--- src/rtl/rxmac_ll8_pkg.sv ---
`default_nettype none
// ============================================================================
// Module   : rxmac_ll8_pkg
// Brief    : Shared constants for the RX MAC to LocalLink 8-bit bridge
// Revision : 1.0 - initial release
// ============================================================================
package rxmac_ll8_pkg;

  // FSM state encodings; also exported on the debug port
  localparam logic [2:0] ST_IDLE     = 3'd0;
  localparam logic [2:0] ST_RUN      = 3'd1;
  localparam logic [2:0] ST_EOF_GOOD = 3'd2;
  localparam logic [2:0] ST_EOF_BAD  = 3'd3;
  localparam logic [2:0] ST_DROP     = 3'd4;

  // Default width of the good/dropped frame counters
  localparam int CNT_W_DEF = 16;

endpackage : rxmac_ll8_pkg
`default_nettype wire

--- src/rtl/rxmac_to_ll8_if.sv ---
`default_nettype none
// ============================================================================
// Module   : rxmac_to_ll8_if
// Brief    : 8-bit LocalLink stream (data/sof/eof/error, src_rdy/dst_rdy)
// Revision : 1.0 - initial release
// ============================================================================
interface rxmac_to_ll8_if;
  logic [7:0] ll_data;
  logic       ll_sof;
  logic       ll_eof;
  logic       ll_error;
  logic       ll_src_rdy;
  logic       ll_dst_rdy;

  // Source side of the stream (the bridge)
  modport master (
    output ll_data, ll_sof, ll_eof, ll_error, ll_src_rdy,
    input  ll_dst_rdy
  );

  // Sink side of the stream (the RX frame FIFO)
  modport slave (
    input  ll_data, ll_sof, ll_eof, ll_error, ll_src_rdy,
    output ll_dst_rdy
  );
endinterface : rxmac_to_ll8_if
`default_nettype wire

--- src/rtl/rx_stat_counter.sv ---
`default_nettype none
// ============================================================================
// Module   : rx_stat_counter
// Brief    : Saturating event counter with synchronous active-low reset
// Revision : 1.0 - initial release
// ============================================================================
module rx_stat_counter #(
  parameter int CNT_W = 16
) (
  input  logic             clk,
  input  logic             reset,
  input  logic             i_inc,
  output logic [CNT_W-1:0] o_count
);

  logic [CNT_W-1:0] r_count;

  // Count events, sticking at all-ones instead of wrapping
  always_ff @(posedge clk) begin
    if (!reset) begin
      r_count <= '0;
    end else if (i_inc && (r_count != {CNT_W{1'b1}})) begin
      r_count <= r_count + CNT_W'(1);
    end
  end

  assign o_count = r_count;

endmodule : rx_stat_counter
`default_nettype wire

--- src/rtl/rxmac_to_ll8.sv ---
`default_nettype none
// ============================================================================
// Module   : rxmac_to_ll8
// Brief    : Bridges the RX MAC byte stream onto an 8-bit LocalLink source.
//            One byte is held back so eof can be flagged on the last byte;
//            overruns terminate the frame with error and drop the remainder.
// Revision : 1.0 - initial release
// ============================================================================
module rxmac_to_ll8
  import rxmac_ll8_pkg::*;
#(
  parameter int CNT_W = CNT_W_DEF
) (
  input  logic               clk,
  input  logic               reset,
  input  logic               i_clear,
  input  logic [7:0]         i_rx_data,
  input  logic               i_rx_valid,
  input  logic               i_rx_ack,
  input  logic               i_rx_error,
  rxmac_to_ll8_if.master     ll,
  output logic [CNT_W-1:0]   o_frame_count,
  output logic [CNT_W-1:0]   o_drop_count,
  output logic [2:0]         o_debug
);

  logic [2:0] r_state;
  logic [2:0] w_state_nxt;
  logic [7:0] r_hold_data;
  logic       r_hold_vld;
  logic       r_hold_first;
  logic       r_rx_valid_d;
  logic       r_collide;

  logic       w_start;
  logic       w_in_eof;
  logic       w_accept;
  logic       w_frame_inc;
  logic       w_drop_inc;

  assign w_start     = i_rx_valid & ~r_rx_valid_d;
  assign w_in_eof    = (r_state == ST_EOF_GOOD) | (r_state == ST_EOF_BAD);
  assign w_accept    = w_in_eof & ll.ll_dst_rdy;
  assign w_frame_inc = (r_state == ST_EOF_GOOD) & ll.ll_dst_rdy;
  // A frame that started while the eof beat was stalled is counted once,
  // at the moment the eof beat is finally accepted.
  assign w_drop_inc  = w_accept & ((r_state == ST_EOF_BAD) | r_collide | w_start);

  // State register
  always_ff @(posedge clk) begin
    if (!reset || i_clear) begin
      r_state <= ST_IDLE;
    end else begin
      r_state <= w_state_nxt;
    end
  end

  // Next-state decode
  always_comb begin
    w_state_nxt = r_state;
    case (r_state)
      ST_IDLE: begin
        if (w_start) begin
          w_state_nxt = ST_RUN;
        end else if (i_rx_valid) begin
          w_state_nxt = ST_DROP;
        end
      end
      ST_RUN: begin
        if (i_rx_error) begin
          w_state_nxt = ST_EOF_BAD;
        end else if (i_rx_valid) begin
          if (!ll.ll_dst_rdy) begin
            w_state_nxt = ST_EOF_BAD;
          end
        end else if (i_rx_ack) begin
          w_state_nxt = ST_EOF_GOOD;
        end else begin
          w_state_nxt = ST_EOF_BAD;
        end
      end
      ST_EOF_GOOD, ST_EOF_BAD: begin
        if (ll.ll_dst_rdy) begin
          w_state_nxt = i_rx_valid ? ST_DROP : ST_IDLE;
        end
      end
      ST_DROP: begin
        if (!i_rx_valid) begin
          w_state_nxt = ST_IDLE;
        end
      end
      default: w_state_nxt = ST_IDLE;
    endcase
  end

  // LocalLink outputs decoded from state and the holding register
  always_comb begin
    ll.ll_data    = r_hold_data;
    ll.ll_sof     = r_hold_first;
    ll.ll_eof     = 1'b0;
    ll.ll_error   = 1'b0;
    ll.ll_src_rdy = 1'b0;
    case (r_state)
      // The held byte goes out only when a following byte proves it is not
      // last; an rx_error cycle suppresses it so it is re-presented as the
      // error-terminated eof beat rather than delivered twice.
      ST_RUN:      ll.ll_src_rdy = r_hold_vld & i_rx_valid & ~i_rx_error;
      ST_EOF_GOOD: begin
        ll.ll_src_rdy = 1'b1;
        ll.ll_eof     = 1'b1;
      end
      ST_EOF_BAD:  begin
        ll.ll_src_rdy = 1'b1;
        ll.ll_eof     = 1'b1;
        ll.ll_error   = 1'b1;
      end
      default: ;
    endcase
  end

  // Holding register, rx_valid edge detect and collision tracking
  always_ff @(posedge clk) begin
    if (!reset || i_clear) begin
      r_hold_data  <= 8'h00;
      r_hold_vld   <= 1'b0;
      r_hold_first <= 1'b0;
      r_rx_valid_d <= 1'b1;
      r_collide    <= 1'b0;
    end else begin
      r_rx_valid_d <= i_rx_valid;
      r_collide    <= w_in_eof & ~ll.ll_dst_rdy & (r_collide | w_start);
      case (r_state)
        ST_IDLE: begin
          if (w_start) begin
            r_hold_data  <= i_rx_data;
            r_hold_vld   <= 1'b1;
            r_hold_first <= 1'b1;
          end
        end
        ST_RUN: begin
          if (!i_rx_error && i_rx_valid && ll.ll_dst_rdy) begin
            r_hold_data  <= i_rx_data;
            r_hold_first <= 1'b0;
          end
        end
        ST_EOF_GOOD, ST_EOF_BAD: begin
          if (ll.ll_dst_rdy) begin
            r_hold_vld   <= 1'b0;
            r_hold_first <= 1'b0;
          end
        end
        default: ;
      endcase
    end
  end

  rx_stat_counter #(.CNT_W(CNT_W)) u_frame_cnt (
    .clk     (clk),
    .reset   (reset),
    .i_inc   (w_frame_inc),
    .o_count (o_frame_count)
  );

  rx_stat_counter #(.CNT_W(CNT_W)) u_drop_cnt (
    .clk     (clk),
    .reset   (reset),
    .i_inc   (w_drop_inc),
    .o_count (o_drop_count)
  );

  assign o_debug = r_state;

endmodule : rxmac_to_ll8
`default_nettype wire

--- src/flat_wrapper.sv ---
// flat-port wrapper written by rule: the top's interface ports become plain ports
module rxmac_to_ll8_flat import rxmac_ll8_pkg::*;
#(
  parameter int CNT_W = CNT_W_DEF
)
  (clk, reset, i_clear, i_rx_data, i_rx_valid, i_rx_ack, i_rx_error, o_frame_count, o_drop_count, o_debug, ll_ll_data, ll_ll_sof, ll_ll_eof, ll_ll_error, ll_ll_src_rdy, ll_ll_dst_rdy);
  rxmac_to_ll8_if ll_i ();
  input  logic clk;
  input  logic reset;
  input  logic i_clear;
  input  logic [7:0] i_rx_data;
  input  logic i_rx_valid;
  input  logic i_rx_ack;
  input  logic i_rx_error;
  output logic [CNT_W-1:0] o_frame_count;
  output logic [CNT_W-1:0] o_drop_count;
  output logic [2:0] o_debug;
  output wire logic [$bits(ll_i.ll_data)-1:0] ll_ll_data;
  output wire logic [$bits(ll_i.ll_sof)-1:0] ll_ll_sof;
  output wire logic [$bits(ll_i.ll_eof)-1:0] ll_ll_eof;
  output wire logic [$bits(ll_i.ll_error)-1:0] ll_ll_error;
  output wire logic [$bits(ll_i.ll_src_rdy)-1:0] ll_ll_src_rdy;
  input wire logic [$bits(ll_i.ll_dst_rdy)-1:0] ll_ll_dst_rdy;
  assign ll_ll_data = ll_i.ll_data;
  assign ll_ll_sof = ll_i.ll_sof;
  assign ll_ll_eof = ll_i.ll_eof;
  assign ll_ll_error = ll_i.ll_error;
  assign ll_ll_src_rdy = ll_i.ll_src_rdy;
  assign ll_i.ll_dst_rdy = ll_ll_dst_rdy;
  rxmac_to_ll8 #(.CNT_W(CNT_W)) u_core (.clk(clk), .reset(reset), .i_clear(i_clear), .i_rx_data(i_rx_data), .i_rx_valid(i_rx_valid), .i_rx_ack(i_rx_ack), .i_rx_error(i_rx_error), .ll(ll_i), .o_frame_count(o_frame_count), .o_drop_count(o_drop_count), .o_debug(o_debug));
endmodule
--- config.mk ---
export PLATFORM = sky130hd
export DESIGN_NAME = rxmac_to_ll8_flat
export DESIGN_NICKNAME = d
export VERILOG_FILES = /design/src/rtl/rxmac_ll8_pkg.sv /design/src/rtl/rxmac_to_ll8_if.sv /design/src/rtl/rx_stat_counter.sv /design/src/rtl/rxmac_to_ll8.sv /design/src/flat_wrapper.sv
export SDC_FILE = /design/constraint.sdc
export NUM_CORES = 1
export LEC_CHECK = 0
export BUFFER_PORTS_ARGS = -buffer_cell sky130_fd_sc_hd__buf_2
export CORE_MARGIN = 2
export CORE_UTILIZATION = 52
export CTS_CLUSTER_SIZE = 14
export DETAILED_ROUTE_END_ITERATION = 10
export GPL_TIMING_DRIVEN = 0
export PLACE_DENSITY = 0.83
export SLEW_MARGIN = 10
export SYNTH_ARGS = -nofsm -noshare
export SYNTH_HDL_FRONTEND = slang
export SYNTH_SLANG_ARGS = --single-unit
--- constraint.sdc ---
create_clock -name clk -period 1.8 [get_ports clk]
set_input_delay 0.36 -clock clk [delete_from_list [all_inputs] [get_ports clk]]
set_output_delay 0.36 -clock clk [all_outputs]
set_load 0.005 [all_outputs]
==> metrics <==
crit path capture u_core.u_drop_cnt.o_count[10]; Initial DRT Pass Iterations 4; share of post-route cells with drive strength above 1 between 30% and 40%; total vias in the final route 2398; Setup crit start kind flop; vias in the first global route roughly 2100; routed vias/inst a little over 6; Yosys cell types between 50 and 60; Hold WS approximately 290 ps; leakage power approximately 1.2 nW; die footprint roughly 0.0051 mm^2; Clk pin slew, worst setup/hold paths roughly 90 ps; Synth Area in Adders 1.05%; period utilization between 90% and 100%; skew final a little over 9 ps; Ant. Diodes 0; Synth-to-Final Area Change 23.2%; Post-Synth Simple-Gate Area roughly 28%; post-route minimum period around 1700 ps; total CTS buffers 5; DR DRC count 0; Gate Count Post-Synth roughly 270; RR Startpoint u_core.u_drop_cnt.o_count[1]; Worst Tran Pin Value roughly 540 ps; clk root buf clkbuf_8; Fin. Hold Viols 0; global placement routability congestion 0.903; Post-synth EDFFs 0; Max Cap Violations 0; die height ~72 um; Slew Limit Fails 0; Clock power frac between 30% and 40%; largest net degree at the start of global routing 14; Peak VDD IR about 0.37 mV; Post-Route WL 5.73 mm; Crit Path Class flop to flop; RSZ-0062 raised after global routing no; main combinational cell family by area after synthesis simple AND/OR/NAND/NOR gates; Max clock buf depth 2; area of the multi-input gates 0.00137 mm^2; post-synth top area share a little under 40%; sequential share of the synthesized area 39.4%; final core occ between 60% and 70%; share of power burned in registers between 50% and 60%; HP Class input port to flop; Tot GR Track Use about 22%; WL/cell 14.6 um; I/O Buffers 60; critical path arrival between 1500 and 2000 ps; Layout Cells excl Fill between 300 and 400; Mapped Nets roughly 290; Initial Utilization approximately 54%; Critical Path End Type flop; status finished, final reports clean; H-tree depth 2; R2R Path End u_core.u_drop_cnt.o_count[10]; Place WS around 15 ps; Post-DRT Antenna Nets 0; global-route wire length before repair around 9.3 mm; total gr overflow 0; placed cells 381; Ys Warns 0; register area around 950 um^2; switching pwr roughly 400 uW; commonest non-fill, non-tap cells in the layout 62 x buf_2, 39 x dfxtp_1, 29 x a21oi_1; Setup crit start u_core.u_drop_cnt.o_count[1]; Power per Cell Area about 640 mW/mm^2; 1st-iter DRT viols about 150; clock sink count 47; syn_area_per_cell a little under 9 um^2; P_int about 1.5 mW; core area between 0.004 and 0.005 mm^2; setup slack, reg-to-reg approximately 77 ps; Req. time, crit path roughly 2000 ps; Final Setup Violations 0; switch share between 20% and 30%; Post-CTS Hold Fix Bufs 0; die width about 72 um; max_slew headroom a little under two thirds; FP Rows 24; CTS tree done; Main synth FF type dfxtp_1; number of synthesized register bits 47; Synth Area in Compound Gates between 20% and 30%; area leader, netlist dfxtp_1; layout net count ~360; Post-Synth XOR/XNOR Area 0.734%; initial antenna violation count 0; commonest non-fill, non-tap cell in the layout buf_2; Post-Synthesis Cell Area approximately 0.0024 mm^2; FMAX approximately 580 MHz; Crit Path Max Fanout 10; fill cell count between 300 and 400; setup TNS 0 ps; Final HPWL DP around 4.1 mm; asr flop ratio synth 0%; Area contributors post-synth dfxtp_1 39%, a21oi_1 6.1%, mux2i_1 5.0%; Top Ports 62; Comb pwr share under 10%; Clk Latency, worst-skew pair 300 ps; setup ws final around 77 ps; Worst Reg2Reg Path Length in Cells 6; mux cell area share after synthesis 5.03%
[critical path: stages, from the launching register on]
cell	delay, ps
dfxtp_2	370
ha_2	210
and3_1	170
o211ai_2	100
buf_4	190
or4_1	470
a21oi_1	150
[synth_stat cells, types with 3 or more instances]
cell type / number
dfxtp_1: 47
a21oi_1: 29
nand2_1: 17
nor2_1: 14
or3_1: 13
mux2i_1: 12
o31ai_1: 12
o21ai_0: 11
or4_1: 11
nand3_1: 9
nand4_1: 9
o21ai_1: 6
buf_2: 5
clkbuf_1: 5
inv_1: 5
and3_1: 4
and4_1: 4
nand2b_1: 4
nor4_1: 4
nor2b_1: 3
[area by class of cell]
| class | count | share of cell area, % |
|---|---|---|
| well taps | 52 | 2.21 |
| flip-flops and latches | 47 | 32.4 |
| multi-input cells | 202 | 46.5 |
| clock buffers | 6 | 2.47 |
| inverters | 6 | 0.766 |
| repair buffers | 65 | 11.5 |
| plain buffers | 14 | 3.15 |
| clock inverters | 1 | 1.02 |
[through the flow]
step | total power [mW] | instance area, um^2
after floorplan | 1.12 | 2390
after global placement | 1.15 | 2750
after detailed placement | 1.16 | 2750
after CTS | 1.89 | 2870
after global routing | 1.94 | 2940
final | 1.88 | 2940
[cell families (layout without fill, tap and decap cells)]
family                   count (synthesis)  in the layout
AO/OA/AOI/OAI                           77             77
multiplexers                            12             12
XOR/XNOR                                 2              2
flip-flops                              47             47
AND/OR/NAND/NOR                        109            109
buffers and inverters                   20             92
adder cells (fa/ha/maj)                  2              2
[layer usage]
layer	GRT usage [%]	routed length, um	vias to the layer above
met1	29.6	2620	1122
met4	6.71	72	0
met3	3.80	292	8
met5	0	0	-
met2	37.2	2740	84
li1	-	-	1184
[power groups by stage]
stage	logic, mW	registers [mW]	clock network [mW]
global route	0.0949	1.05	0.795
CTS	0.0849	1.05	0.757
finish	0.0856	1.04	0.751
floorplan	0.0513	1.07	0
global placement	0.0833	1.07	0
detailed placement	0.0843	1.07	0
[what timing repair did]
item / 4_1_cts / 5_1_grt
resized for setup: 4 / 18
setup endpoints to repair: 13 / 23
buffers inserted: 0 / 5
pin swaps: 0 / 3
[sequential cells by signal, summed over array words and instances (netlist names)]
register,flops
u_core.o_debug,3
u_core.u_frame_cnt.o_count,16
u_core.ll.ll_sof,1
u_core.r_hold_vld,1
u_core.ll.ll_data,8
u_core.r_collide,1
u_core.u_drop_cnt.o_count,16
u_core.r_rx_valid_d,1
[how the worst min path moves through the flow]
stage | to | slack (ps) | depth (start not counted) | startpoint
CTS | u_core.ll.ll_data[6] | 290 | 3 | i_rx_data[6]
detailed placement | u_core.ll.ll_data[6] | 480 | 2 | u_core.ll.ll_data[6]
global route | u_core.r_rx_valid_d | 310 | 3 | i_clear
floorplan | u_core.r_hold_vld | 470 | 2 | u_core.r_hold_vld
global placement | u_core.ll.ll_data[5] | 470 | 2 | u_core.ll.ll_data[5]
finish | u_core.ll.ll_data[6] | 290 | 3 | i_rx_data[6]
Note: power is estimated with default switching activity, not from simulation.
